## config.mk

```make
export PLATFORM = sky130hd
export DESIGN_NAME = alu_issue_ctrl_flat
export DESIGN_NICKNAME = d
export VERILOG_FILES = /design/src/rtl/alu_issue_ctrl_if.sv /design/src/rtl/alu_issue_ctrl.sv /design/src/flat_wrapper.sv
export SDC_FILE = /design/constraint.sdc
export NUM_CORES = 1
export LEC_CHECK = 0
export CELL_PAD_IN_SITES_DETAIL_PLACEMENT = 2
export CELL_PAD_IN_SITES_GLOBAL_PLACEMENT = 2
export CORE_MARGIN = 3
export CORE_UTILIZATION = 23
export CTS_CLUSTER_SIZE = 25
export DETAILED_ROUTE_END_ITERATION = 10
export GPL_TIMING_DRIVEN = 0
export PLACE_DENSITY_LB_ADDON = 0.1
export SKIP_CTS_REPAIR_TIMING = 1
export SYNTH_ARGS = -nofsm -noshare
export SYNTH_HDL_FRONTEND = slang
export SYNTH_SLANG_ARGS = --single-unit
```

## constraint.sdc

```tcl
create_clock -name clk -period 1.97 [get_ports clk]
set_input_delay 0.197 -clock clk [delete_from_list [all_inputs] [get_ports clk]]
set_output_delay 0.197 -clock clk [all_outputs]
set_load 0.02 [all_outputs]
```

## src/rtl/alu_issue_ctrl_if.sv

```systemverilog
// Request/response and ALU-side bus of the ALU issue controller.
// The slave modport is the controller; the master modport is the
// requester together with the ALU that serves it.
interface alu_issue_ctrl_if;
    // request channel
    logic        req_valid;
    logic        req_ready;
    logic [5:0]  req_op;
    logic [31:0] req_a;
    logic [31:0] req_b;

    // downstream ALU
    logic [31:0] alu_dataA;
    logic [31:0] alu_dataB;
    logic [5:0]  alu_Signal;
    logic [31:0] alu_Output;

    // response channel
    logic        rsp_valid;
    logic        rsp_ready;
    logic [31:0] rsp_lo;
    logic [31:0] rsp_hi;
    logic        rsp_err;

    // status
    logic        busy;

    modport slave (
        input  req_valid, req_op, req_a, req_b, alu_Output, rsp_ready,
        output req_ready, alu_dataA, alu_dataB, alu_Signal,
               rsp_valid, rsp_lo, rsp_hi, rsp_err, busy
    );

    modport master (
        output req_valid, req_op, req_a, req_b, alu_Output, rsp_ready,
        input  req_ready, alu_dataA, alu_dataB, alu_Signal,
               rsp_valid, rsp_lo, rsp_hi, rsp_err, busy
    );
endinterface

```

## src/rtl/alu_issue_ctrl.sv

```systemverilog
// ALU issue controller: accepts one operation at a time, sequences the
// function code onto an external ALU (including the MFHI/MFLO reads that
// follow MULTU/DIVU), and returns the result over a valid/ready response.
module alu_issue_ctrl #(
    parameter int MD_CYCLES     = 35, // cycles MULTU/DIVU code is held before HI/LO reads
    parameter int SIMPLE_CYCLES = 1   // cycles a single-result code is held; 1..MD_CYCLES
) (
    input  logic            clk,
    input  logic            reset,
    alu_issue_ctrl_if.slave bus
);

    localparam int CW = $clog2(MD_CYCLES + 1);

    localparam logic [5:0] OP_AND   = 6'd36;
    localparam logic [5:0] OP_OR    = 6'd37;
    localparam logic [5:0] OP_ADD   = 6'd32;
    localparam logic [5:0] OP_SUB   = 6'd34;
    localparam logic [5:0] OP_SLT   = 6'd42;
    localparam logic [5:0] OP_SRL   = 6'd2;
    localparam logic [5:0] OP_MULTU = 6'd25;
    localparam logic [5:0] OP_DIVU  = 6'd27;
    localparam logic [5:0] SIG_IDLE = 6'd0;
    localparam logic [5:0] SIG_MFHI = 6'd16;
    localparam logic [5:0] SIG_MFLO = 6'd18;

    typedef enum logic [2:0] {
        ST_IDLE,
        ST_EXEC,
        ST_RD_HI,
        ST_RD_LO,
        ST_RESP
    } state_t;

    state_t        r_state;
    state_t        w_next;
    logic [5:0]    r_op;
    logic [31:0]   r_a;
    logic [31:0]   r_b;
    logic [31:0]   r_lo;
    logic [31:0]   r_hi;
    logic          r_err;
    logic [CW-1:0] r_cnt;

    logic          w_idle;
    logic          w_accept;
    logic          w_supported;
    logic          w_req_md;
    logic          w_op_md;
    logic          w_cnt_last;

    // Classify the incoming op code: supported at all, and two-result or not.
    always_comb begin
        w_supported = 1'b0;
        w_req_md    = 1'b0;
        case (bus.req_op)
            OP_AND, OP_OR, OP_ADD, OP_SUB, OP_SLT, OP_SRL: w_supported = 1'b1;
            OP_MULTU, OP_DIVU: begin
                w_supported = 1'b1;
                w_req_md    = 1'b1;
            end
            default: ;
        endcase
    end

    // Acceptance is derived from state directly (not from req_ready) so the
    // next-state logic below has no path through its own outputs.
    assign w_idle     = (r_state == ST_IDLE);
    assign w_accept   = w_idle && !reset && bus.req_valid;
    assign w_op_md    = (r_op == OP_MULTU) || (r_op == OP_DIVU);
    // Counter is loaded with the hold length and counts down; the last EXEC
    // cycle is the one where it reads 1, so it never passes through 0 in EXEC.
    assign w_cnt_last = (r_cnt == CW'(1));

    // State register.
    always_ff @(posedge clk) begin
        if (reset) r_state <= ST_IDLE;
        else       r_state <= w_next;
    end

    // Next state and state-decoded outputs.
    always_comb begin
        w_next         = r_state;
        bus.req_ready  = 1'b0;
        bus.alu_Signal = SIG_IDLE;
        bus.rsp_valid  = 1'b0;
        case (r_state)
            ST_IDLE: begin
                bus.req_ready = !reset;
                if (w_accept) w_next = w_supported ? ST_EXEC : ST_RESP;
            end
            ST_EXEC: begin
                bus.alu_Signal = r_op;
                if (w_cnt_last) w_next = w_op_md ? ST_RD_HI : ST_RESP;
            end
            ST_RD_HI: begin
                bus.alu_Signal = SIG_MFHI;
                w_next         = ST_RD_LO;
            end
            ST_RD_LO: begin
                bus.alu_Signal = SIG_MFLO;
                w_next         = ST_RESP;
            end
            ST_RESP: begin
                bus.rsp_valid = 1'b1;
                if (bus.rsp_ready) w_next = ST_IDLE;
            end
            default: w_next = ST_IDLE;
        endcase
    end

    // Operand/op capture, hold counter and result capture from the ALU.
    // Operands are only updated for supported ops so a rejected request
    // leaves the ALU inputs untouched.
    always_ff @(posedge clk) begin
        if (reset) begin
            r_op  <= SIG_IDLE;
            r_a   <= '0;
            r_b   <= '0;
            r_lo  <= '0;
            r_hi  <= '0;
            r_err <= 1'b0;
            r_cnt <= '0;
        end else begin
            case (r_state)
                ST_IDLE: begin
                    if (w_accept) begin
                        r_err <= !w_supported;
                        r_lo  <= '0;
                        r_hi  <= '0;
                        if (w_supported) begin
                            r_op  <= bus.req_op;
                            r_a   <= bus.req_a;
                            r_b   <= bus.req_b;
                            r_cnt <= w_req_md ? CW'(MD_CYCLES) : CW'(SIMPLE_CYCLES);
                        end
                    end
                end
                ST_EXEC: begin
                    if (w_cnt_last) begin
                        r_cnt <= '0;
                        if (!w_op_md) r_lo <= bus.alu_Output;
                    end else begin
                        r_cnt <= r_cnt - CW'(1);
                    end
                end
                ST_RD_HI: r_hi <= bus.alu_Output;
                ST_RD_LO: r_lo <= bus.alu_Output;
                default: ;
            endcase
        end
    end

    // Registered values straight to the bus.
    assign bus.alu_dataA = r_a;
    assign bus.alu_dataB = r_b;
    assign bus.rsp_lo    = r_lo;
    assign bus.rsp_hi    = r_hi;
    assign bus.rsp_err   = r_err;
    assign bus.busy      = !w_idle;

endmodule
```

## src/flat_wrapper.sv

```systemverilog
// flat-port wrapper written by rule: the top's interface ports become plain ports
module alu_issue_ctrl_flat 
#(
    parameter int MD_CYCLES     = 35,                                                     
    parameter int SIMPLE_CYCLES = 1                                                       
)
  (clk, reset, bus_req_valid, bus_req_op, bus_req_a, bus_req_b, bus_alu_Output, bus_rsp_ready, bus_req_ready, bus_alu_dataA, bus_alu_dataB, bus_alu_Signal, bus_rsp_valid, bus_rsp_lo, bus_rsp_hi, bus_rsp_err, bus_busy);
  alu_issue_ctrl_if bus_i ();
  input  logic clk;
  input  logic reset;
  input wire logic [$bits(bus_i.req_valid)-1:0] bus_req_valid;
  input wire logic [$bits(bus_i.req_op)-1:0] bus_req_op;
  input wire logic [$bits(bus_i.req_a)-1:0] bus_req_a;
  input wire logic [$bits(bus_i.req_b)-1:0] bus_req_b;
  input wire logic [$bits(bus_i.alu_Output)-1:0] bus_alu_Output;
  input wire logic [$bits(bus_i.rsp_ready)-1:0] bus_rsp_ready;
  output wire logic [$bits(bus_i.req_ready)-1:0] bus_req_ready;
  output wire logic [$bits(bus_i.alu_dataA)-1:0] bus_alu_dataA;
  output wire logic [$bits(bus_i.alu_dataB)-1:0] bus_alu_dataB;
  output wire logic [$bits(bus_i.alu_Signal)-1:0] bus_alu_Signal;
  output wire logic [$bits(bus_i.rsp_valid)-1:0] bus_rsp_valid;
  output wire logic [$bits(bus_i.rsp_lo)-1:0] bus_rsp_lo;
  output wire logic [$bits(bus_i.rsp_hi)-1:0] bus_rsp_hi;
  output wire logic [$bits(bus_i.rsp_err)-1:0] bus_rsp_err;
  output wire logic [$bits(bus_i.busy)-1:0] bus_busy;
  assign bus_i.req_valid = bus_req_valid;
  assign bus_i.req_op = bus_req_op;
  assign bus_i.req_a = bus_req_a;
  assign bus_i.req_b = bus_req_b;
  assign bus_i.alu_Output = bus_alu_Output;
  assign bus_i.rsp_ready = bus_rsp_ready;
  assign bus_req_ready = bus_i.req_ready;
  assign bus_alu_dataA = bus_i.alu_dataA;
  assign bus_alu_dataB = bus_i.alu_dataB;
  assign bus_alu_Signal = bus_i.alu_Signal;
  assign bus_rsp_valid = bus_i.rsp_valid;
  assign bus_rsp_lo = bus_i.rsp_lo;
  assign bus_rsp_hi = bus_i.rsp_hi;
  assign bus_rsp_err = bus_i.rsp_err;
  assign bus_busy = bus_i.busy;
  alu_issue_ctrl #(.MD_CYCLES(MD_CYCLES), .SIMPLE_CYCLES(SIMPLE_CYCLES)) u_core (.clk(clk), .reset(reset), .bus(bus_i));
endmodule
```

==> results of run 1 <==
## where the power goes
group | leakage, nW | switching (mW) | internal [mW] | total [mW]
clock | 0.284 | 1.49 | 1.72 | 3.21
combinational | 2.26 | 0.388 | 0.414 | 0.802
sequential | 1.16 | 0.0237 | 2.95 | 2.97
## cells by family after synthesis
family                     after synthesis  synth area share (%)
and+or+nand+nor                        291                  22.6
DFF                                    144                  52.1
AOI/OAI and AO/OA                      137                  14.8
buffers and inverters                   51                  4.00
muxes                                   33                  5.97
adders and majority gates                2                 0.452
## worst max-delay path: stages, from the launching register on
cell and delay (ps):
dfxtp_2 320, buf_6 130, or3_4 380, buf_6 140
nor2_4 120, a21boi_4 210, buf_12 150, buf_12 140
clkbuf_16 140, nand2_2 50, a21oi_2 120
## metrics by stage
stage	setup TNS, ps	util (%)	hold slack (ps)
6_report	-64.7	41.0	324
5_1_grt	-5100	41.0	319
4_1_cts	-47310	38.0	307
3_5_place_dp	-93340	35.5	453
3_3_place_gp	-76260	35.5	442
2_1_floorplan	0	-	333
## placed cells by master (no fill, tap or decap), types with 21 or more instances in the layout
cell	instances
nand2_1	126
mux2i_1	32
and2_1	32
a21oi_2	30
clkdlybuf4s50_1	234
clkbuf_16	21
a21oi_1	49
nor2_1	78
dfxtp_1	142
a22oi_1	25
## routing by layer
layer	up-vias	wire length [µm]	global-route usage (%)
met5	-	0	0
met1	2830	10200	21.0
met4	0	157	3.56
met3	6	979	4.15
met2	127	12800	32.0
li1	2757	-	-
## cell type report
cell class | count | area (µm²) | share of cell area [%]
buffer | 46 | 342 | 3.54
clock buffer | 18 | 439 | 4.55
clock inverter | 14 | 141 | 1.46
inverter | 4 | 15.0 | 0.155
multi-input combinational | 463 | 2730 | 28.3
sequential | 144 | 2890 | 29.9
tap | 319 | 399 | 4.13
timing repair buffer | 263 | 2710 | 28.0
## worst max-delay path by stage
stage | from | end | slack [ps]
finish | u_core.r_state[2] | u_core.bus.alu_dataB[22] | -20
global route | u_core.r_state[1] | u_core.bus.rsp_hi[9] | -110
CTS | reset | bus_req_ready | -1230
detailed placement | reset | bus_req_ready | -1210
global placement | reset | bus_req_ready | -1160
floorplan | u_core.r_state[2] | u_core.bus.alu_dataB[21] | 150
## registers in the layout, indices dropped and copies added (netlist names)
register              cells
u_core.bus.rsp_lo        32
u_core.r_state            3
u_core.bus.rsp_hi        32
u_core.bus.alu_dataB     32
u_core.bus.rsp_err        1
u_core.r_cnt              6
u_core.bus.alu_dataA     32
u_core.r_op               6
==> results.toml, run 1 <==
[logic_synthesis]
synth_top_cells_by_area = "dfxtp_1, nand2_1, a21oi_1"
yosysTopAreaCellShare_pct = 52.1
yosysTopAreaCell = "dfxtp_1"
synth_nets = 766
synth_cell_types = 37
synth-seq-cells = 144
synthesis.area_um2 = 5530
synth_flop_cell = "dfxtp_1"
seq_area_frac_synth_pct = 52.1
ys_warn_count = 0
synth_edf_count = 0
async_reset_ff_share_pct = 0
synthCells = 658
synth.most_common_cell = "nand2_1"
syn_avg_cell_area_um2 = 8.41
synth_common_cells = "nand2_1, dfxtp_1, nor2_1"

[routing]
drc_errors = 0
drt_first_pass_iters = 4
drtAntennaViolNets = 0
drt_wl_total_mm = 24.1
wire_per_inst_um = 19.0
vias = 5720
routed_via_density = 4.50
first_iter_violations = 214

[critical_path]
crit_arrival_ps = 2330
ff2ff_path_depth = 10
worstPathRequired_ps = 2310
crit_path_end_kind = "register"
r2r_slack_ps = -20
r2r_end = "u_core.bus.alu_dataB[22]"
startpoint_type = "register"
path_class = "register to register"
cp_max_fo = 8
reg2reg_from = "u_core.r_state[2]"

[place]
dpl_cell_area_um2 = 8360
post-dp-hpwl_mm = 18.0
gp_congestion = 0.801
port_buffers = 243
pre_cts_slack_ps = -1210
dp_cells = 1220

[global_routing]
grt_pass1_wl_mm = 35.8
grt_max_degree = 17
antenna_found_initial = 0
overflow = 0
track_usage_pct = 17.5
grt_pass1_vias = 6336

[timing]
finalSetupViolCount = 8
worst_slack_ps = -17.3
hold_viol_final = 0
fin_crit_ps = 1990
fin_skew_ps = 17.1
tightest_slew_ps = 693
relSlewSlack_pct = 53.8
rsz0062_at_grt = "true"
max_freq_mhz = 503
finalMaxSlewViolations = 0
fin_crit_sh_pct = 101

[floorplanning]
start_util_pct = 23.5
rows = 56
dieArea_um2 = 25900
die_w_um = 161
ios = 244
fp.dieH_um = 161
coreArea_um2 = 23500

[finish]
drive_gt1_share_pct = 16.5
nets = 1047
fillers = 2631
diodes = 0
fin_cells = 1271
area_growth_pct = 74.7
fin_area_um2 = 9660

[clock_tree]
clock_latency_ps = 430
max-clock-path-buffers = 2
cts.sinks = 144
cts.clk_slew.worst_paths_ps = 70
cts_tree = "done"
root_buffer = "clkbuf_16"
cts_made_buffers = 17
htreeDepth = 4

[hold_path]
holdPathEnd = "u_core.bus.alu_dataA[4]"
hold_path_class = "input port to register"
min_from = "bus_req_a[4]"
min_path_cells = 3

[power_and_ir_drop]
p_leak_nw = 3.71
vdd_drop_max_uv = 512
p_total_mw = 6.98
power_density_nw_per_um2 = 722

[flow_run]
max_cap_violations = 0

[status]
failed_checks = "negative setup slack"
status = "finished with violations"
(Power assumes the default switching activity.)
==> run 2: changes to the inputs <==
--- a/config.mk
+++ b/config.mk
@@ -13,7 +13,6 @@
 export DETAILED_ROUTE_END_ITERATION = 10
 export GPL_TIMING_DRIVEN = 0
 export PLACE_DENSITY_LB_ADDON = 0.1
-export SKIP_CTS_REPAIR_TIMING = 1
 export SYNTH_ARGS = -nofsm -noshare
 export SYNTH_HDL_FRONTEND = slang
 export SYNTH_SLANG_ARGS = --single-unit
==> results.toml, run 2 (synthesis gave the netlist of run 1 again) <==
[timing]
max_freq_mhz = 525
relSlewSlack_pct = 63.3
finalSetupViolCount = 0
fin_skew_ps = 15.2
finalSetupTns_ps = 0
finalMaxSlewViolations = 0
tightest_slew_ps = 551
hold_viol_final = 0
fin_crit_ps = 1900
whs_ps = 322
fin_crit_sh_pct = 96.7

[flow_run]
max_cap_violations = 0

[hold_path]
holdPathEnd = "u_core.bus.alu_dataA[4]"
min_from = "bus_req_a[4]"
min_path_cells = 3
hold_path_class = "input port to register"

[global_routing]
grt_pass1_wl_mm = 36.4
antenna_found_initial = 0
grt_pass1_vias = 6407
grt_max_degree = 20
overflow = 0
track_usage_pct = 17.8

[clock_tree]
cts_made_buffers = 17
root_buffer = "clkbuf_16"
cts_tree = "done"
clock_latency_ps = 430
htreeDepth = 4
max-clock-path-buffers = 2
cts.clk_slew.worst_paths_ps = 70
cts.sinks = 144

[finish]
final_common_cell = "clkdlybuf4s50_1"
fin_cells = 1258
final_util_pct = 39.0
area_growth_pct = 66.0
nets = 1034
diodes = 0
layout_common_cells = "clkdlybuf4s50_1, nand2_1, dfxtp_1"
fin_area_um2 = 9180
drive_gt1_share_pct = 10.2

[floorplanning]
die_w_um = 161
dieArea_um2 = 25900
coreArea_um2 = 23500
fp.dieH_um = 161
ios = 244
rows = 56
start_util_pct = 23.5

[critical_path]
startpoint_type = "register"
ff2ff_path_depth = 8
path_cells = "or3_1 -> buf_4 -> nor2_4 -> buf_4 -> nor2_2 -> clkbuf_2 -> a22oi_1 -> nor2_1"
reg2reg_from = "u_core.r_state[0]"
cp_max_fo = 10
worstPathRequired_ps = 2270
crit_slowest_cell = "dfxtp_4"
worst-path-buf-inv = 3
r2r_slack_ps = 70
crit_arrival_ps = 2200
cp_num_cells = 8
critical-path-top-delay-family = "simple AND/OR/NAND/NOR gates"
cpMostUsedCell = "buf_4"
slowest_delay_ps = 370
r2r_end = "u_core.bus.rsp_hi[18]"
path_class = "register to register"
crit_path_end_kind = "register"

[routing]
drt_first_pass_iters = 4
wire_per_inst_um = 18.5
drt_wl_total_mm = 23.3
drtAntennaViolNets = 0
drc_errors = 0
first_iter_violations = 216
routed_via_density = 4.48
vias = 5641

[place]
post-dp-hpwl_mm = 18.0
port_buffers = 243
dpl_cell_area_um2 = 8360
dp_cells = 1220
gp_congestion = 0.801

[power_and_ir_drop]
vdd_drop_max_uv = 518
p_leak_nw = 3.41
power_density_nw_per_um2 = 751

[status]
status = "finished, final reports clean"
-- run 2: power by group --
group / internal (mW) / total [mW] / switching [mW]
Sequential: 2.94 / 2.97 / 0.0244
Clock: 1.72 / 3.20 / 1.48
Combinational: 0.367 / 0.720 / 0.353
-- run 2: how the worst max path moves through the flow --
stage | startpoint | endpoint
after floorplan | u_core.r_state[2] | u_core.bus.alu_dataB[21]
after global placement | reset | bus_req_ready
after detailed placement | reset | bus_req_ready
after CTS | u_core.r_state[2] | u_core.bus.alu_dataB[22]
after global routing | u_core.r_state[0] | u_core.bus.rsp_hi[18]
final | u_core.r_state[0] | u_core.bus.rsp_hi[18]
-- run 2: layout make-up --
cell class                 count  area (µm²)
clock inverter                14         141
tap                          319         399
clock buffer                  18         439
buffer                        42         272
timing repair buffer         254        2500
inverter                       4        15.0
sequential                   144        2890
fill                        2645       14400
multi-input combinational    463        2520
-- run 2: what timing repair did --
item / 4_1_cts / 5_1_grt
endpoints found under the hold margin: 0 / 0
buffers inserted: 7 / 4
gates resized for setup: 44 / 62
hold buffers: 0 / 0
gates cloned: 0 / 0
pin swaps: 3 / 4
setup endpoints to repair: 148 / 134
-- run 2: per-layer routing --
metal	share of wire, %	GRT usage (%)	vias to the layer above	routed length, µm
met1	43	21.0	2780	9960
met3	4.1	4.31	6	965
met4	0.73	4.15	0	170
li1	-	-	2736	-
met2	52	32.6	119	12200
met5	0	0	-	0
-- run 2: stage by stage --
step	power, mW	setup slack (ps)
finish	6.89	65.2
detailed placement	3.72	-1210
CTS	6.97	6.16
global placement	3.69	-1160
global route	7.18	-20.6
floorplan	3.31	146
-- run 2: worst reg2reg max path: cells and delay by family, from the launching register on --
family,cells,cell delay [ps]
buffers and inverters,3,540
DFF,1,370
AOI/OAI and AO/OA,1,220
and+or+nand+nor,4,660
